===== config.mk =====
export PLATFORM = sky130hd
export DESIGN_NAME = key_debounce_flat
export DESIGN_NICKNAME = d
export VERILOG_FILES = /design/src/rtl/key_debounce_if.sv /design/src/rtl/key_debounce.sv /design/src/flat_wrapper.sv
export SDC_FILE = /design/constraint.sdc
export NUM_CORES = 1
export LEC_CHECK = 0
export ABC_AREA = 1
export CAP_MARGIN = 10
export CORE_AREA = 2 2 54 56
export CTS_CLUSTER_DIAMETER = 60
export DETAILED_ROUTE_END_ITERATION = 10
export DIE_AREA = 0 0 56 58
export DONT_BUFFER_PORTS = 1
export HOLD_SLACK_MARGIN = 0.08
export PLACE_DENSITY = 0.67
export SYNTH_ARGS = -nofsm -noshare
export SYNTH_HDL_FRONTEND = slang
export SYNTH_SLANG_ARGS = --single-unit

===== constraint.sdc =====
create_clock -name clk -period 1.2 [get_ports clk]
set_input_delay 0.24 -clock clk [delete_from_list [all_inputs] [get_ports clk]]
set_output_delay 0.24 -clock clk [all_outputs]
set_load 0.01 [all_outputs]

===== src/rtl/key_debounce_if.sv =====
`default_nettype none
// ============================================================================
// Module      : key_debounce_if
// Description : Signal bundle between a raw push-button source and the
//               key_debounce conditioner.
//                 key   - raw asynchronous button level (source -> debouncer)
//                 level - debounced key state, 1 = pressed
//                 press - one-cycle strobe on accepted press / auto-repeat
//                 rel   - one-cycle strobe on accepted release
//               "release" is a reserved word in SystemVerilog, so the release
//               strobe is carried on the member named rel.
//               master : the debouncer (consumes key, produces strobes)
//               slave  : the button side / downstream consumer
// Revision    : 1.0 - initial release
// ============================================================================
interface key_debounce_if;
    logic key;
    logic level;
    logic press;
    logic rel;

    modport master (input key, output level, output press, output rel);
    modport slave  (output key, input level, input press, input rel);
endinterface
`default_nettype wire


===== src/rtl/key_debounce.sv =====
`default_nettype none
// ============================================================================
// Module      : key_debounce
// Description : Push-button conditioner. Polarity-normalises and
//               double-synchronises the raw key, debounces it with a
//               four-state FSM and emits a clean registered level plus
//               one-cycle press / release strobes.
// Ports       : clk - system clock, rising edge
//               r   - synchronous reset, active-high, priority over all else
//               kb  - key_debounce_if.master (key in; level, press, rel out)
// Options     : define KEY_AUTOREPEAT_EN to add press auto-repeat while held
//               (first repeat after REPEAT_DELAY cycles, then every
//               REPEAT_PERIOD cycles). Without it REPEAT_* are only range
//               checked and no repeat logic exists.
// Revision    : 1.0 - initial release
// ============================================================================
module key_debounce #(
    parameter int DEB_CYCLES     = 16,
    parameter int CNT_BITS       = 16,
    parameter int KEY_ACTIVE_LOW = 0,
    parameter int REPEAT_DELAY   = 1000,
    parameter int REPEAT_PERIOD  = 250
) (
    input  logic           clk,
    input  logic           r,
    key_debounce_if.master kb
);

    // Largest value any counter must reach, for the elaboration-time check.
    localparam int c_need_a   = (DEB_CYCLES > REPEAT_DELAY) ? DEB_CYCLES : REPEAT_DELAY;
    localparam int c_need_max = (c_need_a > REPEAT_PERIOD) ? c_need_a : REPEAT_PERIOD;

    localparam logic [CNT_BITS-1:0] c_deb_last = CNT_BITS'(DEB_CYCLES - 1);

    if ((DEB_CYCLES < 1) || (longint'(c_need_max) > (longint'(1) << CNT_BITS))) begin : g_bad_params
        $error("key_debounce: DEB_CYCLES must be >= 1 and CNT_BITS wide enough for all counters");
    end

    typedef enum logic [1:0] {
        S_IDLE         = 2'd0,
        S_PRESS_WAIT   = 2'd1,
        S_HELD         = 2'd2,
        S_RELEASE_WAIT = 2'd3
    } state_t;

    logic                w_key_norm;
    logic                r_sync1;
    logic                r_sync2;
    logic                w_ks;
    state_t              r_state;
    state_t              w_state_next;
    logic [CNT_BITS-1:0] r_cnt;
    logic [CNT_BITS-1:0] w_cnt_next;
    logic                r_level;
    logic                w_level_next;
    logic                r_press;
    logic                w_press_next;
    logic                r_rel;
    logic                w_rel_next;

`ifdef KEY_AUTOREPEAT_EN
    localparam logic [CNT_BITS-1:0] c_dly_last = CNT_BITS'(REPEAT_DELAY - 1);
    localparam logic [CNT_BITS-1:0] c_per_last = CNT_BITS'(REPEAT_PERIOD - 1);

    // r_rpt_phase = 0 while waiting out the initial delay, 1 once repeating.
    logic [CNT_BITS-1:0] r_rpt_cnt;
    logic [CNT_BITS-1:0] w_rpt_cnt_next;
    logic                r_rpt_phase;
    logic                w_rpt_phase_next;
`endif

    // Normalise so that 1 always means "pressed" from the synchroniser on.
    assign w_key_norm = (KEY_ACTIVE_LOW != 0) ? ~kb.key : kb.key;
    assign w_ks       = r_sync2;

    always_comb begin
        w_state_next = r_state;
        w_cnt_next   = r_cnt;
        w_level_next = r_level;
        w_press_next = 1'b0;
        w_rel_next   = 1'b0;
`ifdef KEY_AUTOREPEAT_EN
        // Cleared everywhere except while staying in HELD, which also
        // restarts the initial delay after a bounce back into HELD.
        w_rpt_cnt_next   = '0;
        w_rpt_phase_next = 1'b0;
`endif

        case (r_state)
            S_IDLE: begin
                if (w_ks) begin
                    w_state_next = S_PRESS_WAIT;
                    w_cnt_next   = '0;
                end
            end

            S_PRESS_WAIT: begin
                if (!w_ks) begin
                    w_state_next = S_IDLE;
                    w_cnt_next   = '0;
                end else if (r_cnt == c_deb_last) begin
                    w_state_next = S_HELD;
                    w_cnt_next   = '0;
                    w_level_next = 1'b1;
                    w_press_next = 1'b1;
                end else begin
                    w_cnt_next = r_cnt + 1'b1;
                end
            end

            S_HELD: begin
                if (!w_ks) begin
                    w_state_next = S_RELEASE_WAIT;
                    w_cnt_next   = '0;
                end
`ifdef KEY_AUTOREPEAT_EN
                else begin
                    if (r_rpt_cnt == (r_rpt_phase ? c_per_last : c_dly_last)) begin
                        w_press_next     = 1'b1;
                        w_rpt_cnt_next   = '0;
                        w_rpt_phase_next = 1'b1;
                    end else begin
                        w_rpt_cnt_next   = r_rpt_cnt + 1'b1;
                        w_rpt_phase_next = r_rpt_phase;
                    end
                end
`else
                // A held key produces no further strobes.
`endif
            end

            S_RELEASE_WAIT: begin
                if (w_ks) begin
                    // Bounce: key came back before the release was accepted.
                    w_state_next = S_HELD;
                    w_cnt_next   = '0;
                end else if (r_cnt == c_deb_last) begin
                    w_state_next = S_IDLE;
                    w_cnt_next   = '0;
                    w_level_next = 1'b0;
                    w_rel_next   = 1'b1;
                end else begin
                    w_cnt_next = r_cnt + 1'b1;
                end
            end

            default: begin
                w_state_next = S_IDLE;
                w_cnt_next   = '0;
            end
        endcase
    end

    always_ff @(posedge clk) begin
        if (r) begin
            r_sync1 <= 1'b0;
            r_sync2 <= 1'b0;
            r_state <= S_IDLE;
            r_cnt   <= '0;
            r_level <= 1'b0;
            r_press <= 1'b0;
            r_rel   <= 1'b0;
        end else begin
            r_sync1 <= w_key_norm;
            r_sync2 <= r_sync1;
            r_state <= w_state_next;
            r_cnt   <= w_cnt_next;
            r_level <= w_level_next;
            r_press <= w_press_next;
            r_rel   <= w_rel_next;
        end
    end

`ifdef KEY_AUTOREPEAT_EN
    always_ff @(posedge clk) begin
        if (r) begin
            r_rpt_cnt   <= '0;
            r_rpt_phase <= 1'b0;
        end else begin
            r_rpt_cnt   <= w_rpt_cnt_next;
            r_rpt_phase <= w_rpt_phase_next;
        end
    end
`endif

    assign kb.level = r_level;
    assign kb.press = r_press;
    assign kb.rel   = r_rel;

endmodule
`default_nettype wire


===== src/flat_wrapper.sv =====
// flat-port wrapper written by rule: the top's interface ports become plain ports
module key_debounce_flat 
#(
    parameter int DEB_CYCLES     = 16,
    parameter int CNT_BITS       = 16,
    parameter int KEY_ACTIVE_LOW = 0,
    parameter int REPEAT_DELAY   = 1000,
    parameter int REPEAT_PERIOD  = 250
)
  (clk, r, kb_key, kb_level, kb_press, kb_rel);
  key_debounce_if kb_i ();
  input  logic clk;
  input  logic r;
  input wire logic [$bits(kb_i.key)-1:0] kb_key;
  output wire logic [$bits(kb_i.level)-1:0] kb_level;
  output wire logic [$bits(kb_i.press)-1:0] kb_press;
  output wire logic [$bits(kb_i.rel)-1:0] kb_rel;
  assign kb_i.key = kb_key;
  assign kb_level = kb_i.level;
  assign kb_press = kb_i.press;
  assign kb_rel = kb_i.rel;
  key_debounce #(.DEB_CYCLES(DEB_CYCLES), .CNT_BITS(CNT_BITS), .KEY_ACTIVE_LOW(KEY_ACTIVE_LOW), .REPEAT_DELAY(REPEAT_DELAY), .REPEAT_PERIOD(REPEAT_PERIOD)) u_core (.clk(clk), .r(r), .kb(kb_i));
endmodule

==> impl_results.md <==
- Final wirelength: 3280 µm
- Post-detail-place hpwl: 2250 µm
- Post-Layout Cell Count: 252
- Crit path max fanout: 6
- Root Buffer: clkbuf_4
- Vias in the first global route: 1,275
- Peak supply drop: 0.000652 V
- CORE AREA: 0.00266 mm²
- Final cycle utilization of the critical path: 1.08
- Via density: 5.15
- Largest stage delay, worst path: 0.38 ns
- Initial antenna violation count: 0
- Die area: 0.00325 mm²
- Synth-to-layout area growth: 29.1%
- Top Ports: 6
- Final nets: 226
- Hold_buf cts: 2
- Fmax: 775 MHz
- Antenna Nets Post-Route: 0
- Syn Area/Cell: 7.29 µm²
- Post-Syn Instances: 189
- Clk sinks: 23
- RD Place Congestion: 0.867
- Clock Path Buffers: 2
- DRC viols: 0
- Slew @ Worst Pin: 0.209 ns
- Top cell type's share of synthesized area: 0.334
- Sequential-to-total area share from yosys stat: 0.334
- Diodes inserted: 0
- Top post-synthesis cells by area: dfxtp_1 (33%), nand2_1 (12%), nor2_1 (7.1%), inv_1 (6.0%), a21oi_2 (5.7%)
- RSZ-0062 raised after global routing: true
- H-tree depth: 1
- #FFs+latches synth: 23
- Worst-path clk slew: 0.14 ns
- Max_cap viols: 0
- Lkg Pwr: 0.682 nW
- Initial Util: 0.517
- Pre-CTS WS: -0.0822 ns
- Required time worst endpoint: 1.47 ns
- Min Hold Slack: -0.0424 ns
- Worst-skew pair later-pin latency: 0.32 ns
- Tmin final: 1.29 ns
- Yosys cell types: 30
- Power Dens Cells: 681 mW/mm²
- Chip Width: 56 µm
- Row cnt: 19
- GRT met1 Usage: 0.272
- Buffers on Ports: 0
- Share of cells above drive strength 1: 0.475
- Final Hold Vio Count: 11
- Worst setup EP type: flop
- Largest net degree at the start of global routing: 16
- Crit start category: flop
- Most used routing layer in global routing: met2
- Num CTS Buffers: 3
- Slew margin rel.: 0.859
- Max-slew violations: 0
- Critical Path AT: 1.56 ns
- Slowest CP cell: dfxtp_4
- Syn. warnings: 0
- Worst Skew: 0.00854 ns
- Status: finished, violations left
- Met2 Usage GRT: 0.380
- CTS tree: built
- Detailed-route wire length per cell: 13.0 µm
- Post-synth top area cell: dfxtp_1
- Hold crit path type: input pin to flop
- GR Util met3: 0.0379
- Failing checks: hold timing, setup timing
- WS Path Type: flop to flop
- GR Util All Layers: 0.218
- Final setup viols: 16
- DRT Pass-1 Iters: 4
- Final worst setup slack: -0.0905 ns
- Total gr overflow: 0
- Die Y: 58 µm
- Dpl cells: 239
- DR vias: 1,299
- First-pass GRT wire length: 5580 µm
- Initial DRC Count: 58
- Crit-path cells: ha_4 > nand3_4 > nor2_4 > a21oi_4 > buf_6 > nand3_2 > a21oi_2
- Syn nets: 193
- Post-synthesis instance area: 0.00138 mm²
## stage by stage
stage | TNS, ns | util | area [µm²] | total power (W)
floorplan | -0.00151 | - | 1390 | 0.000820
global placement | -0.444 | 0.589 | 1570 | 0.000832
detailed placement | -0.932 | 0.589 | 1570 | 0.000833
CTS | -0.989 | 0.624 | 1660 | 0.00121
global route | -2.51 | 0.668 | 1780 | 0.00126
finish | -1.03 | 0.668 | 1780 | 0.00121
## area by class of cell
type,count,area [µm²]
Multi-Input combinational cell,140,897
Fill cell,237,885
Sequential cell,23,475
Timing Repair Buffer,31,253
Inverter,23,86.3
Tap cell,31,38.8
Clock buffer,3,22.5
Clock inverter,1,5.00
## sequential cells by signal (all words and copies together), names as in the netlist, named ones only
| signal | count |
|---|---|
| u_core.kb.level | 1 |
| u_core.kb.press | 1 |
| u_core.kb.rel | 1 |
| u_core.r_cnt | 16 |
| u_core.r_state | 1 |
| u_core.r_sync1 | 1 |
| u_core.r_sync2 | 1 |
## power breakdown
part           switching [W]  internal, W
Sequential        0.00000342     0.000766
Combinational      0.0000321    0.0000314
Clock               0.000254     0.000125
Total               0.000289     0.000922
## cell families (layout without fill, tap and decap cells)
group | count (synthesis) | in the layout | synth area share
AOI/OAI and AO/OA | 28 | 28 | 0.155
xor gates and xnor gates | 2 | 2 | 0.0127
adders and majority gates | 1 | 1 | 0.00908
buffers and inverters | 26 | 58 | 0.0836
DFF | 23 | 23 | 0.334
and+or+nand+nor | 109 | 109 | 0.405
## timing repair
item	4_1_cts	5_1_grt
hold endpoints to repair	14	12
pin swaps	5	16
buffers inserted	1	6
gates cloned	0	0
gates resized for setup	12	29
endpoints found under the setup margin	17	21
## worst max-delay path: cells and delay by family, from the launching register on
kind	cells	cell delay, ns
adder cells (fa/ha/maj)	1	0.16
flip-flops	1	0.38
AND/OR/NAND/NOR	3	0.24
buffers and inverters	1	0.17
AO/OA/AOI/OAI	2	0.29
## routing by layer
layer | part of all wire | routed length, µm
met1 | 0.44 | 1430
met2 | 0.50 | 1650
met3 | 0.042 | 137
met4 | 0.016 | 54
met5 | 0 | 0
## synthesized netlist by cell type
cell      number
nand2_1       43
nor2_1        26
dfxtp_1       23
inv_1         22
nand3_1       10
a21oi_2        9
nand2_2        9
nand3_2        7
o21ai_0        6
a21oi_1        5
nor2_4         4
nor2_2         3
o21ai_2        3
nand4_1        2
or2_2          2
a21oi_4        1
buf_12         1
buf_2          1
clkbuf_1       1
ha_1           1
inv_2          1
nand2_4        1
nand3_4        1
nor3_1         1
o21ai_1        1
o21bai_1       1
o21bai_4       1
o22ai_1        1
xnor2_1        1
xor2_1         1
## placed cells by master, fill, tap and decap left out, types with 9 or more instances in the layout
| cell | count |
|---|---|
| nand2_1 | 40 |
| buf_4 | 25 |
| nor2_1 | 20 |
| inv_1 | 19 |
| dfxtp_1 | 13 |
| a21oi_2 | 12 |
| nand2_2 | 9 |
| dfxtp_2 | 9 |
## final timing paths
path | startpoint | end | slack, ns | cells after the start
worst max register to register | u_core.r_cnt[0]$_SDFFE_PP0P_ | u_core.r_cnt[13]$_SDFFE_PP0P_ | -0.09 | 7
worst min register to register | u_core.r_cnt[4]$_SDFFE_PP0P_ | u_core.r_cnt[4]$_SDFFE_PP0P_ | 0.52 | 2
worst min-delay path | r | u_core.r_cnt[1]$_SDFFE_PP0P_ | -0.04 | 1
worst max-delay path | u_core.r_cnt[0]$_SDFFE_PP0P_ | u_core.r_cnt[13]$_SDFFE_PP0P_ | -0.09 | 7
Power figures use the tool's default switching activity.
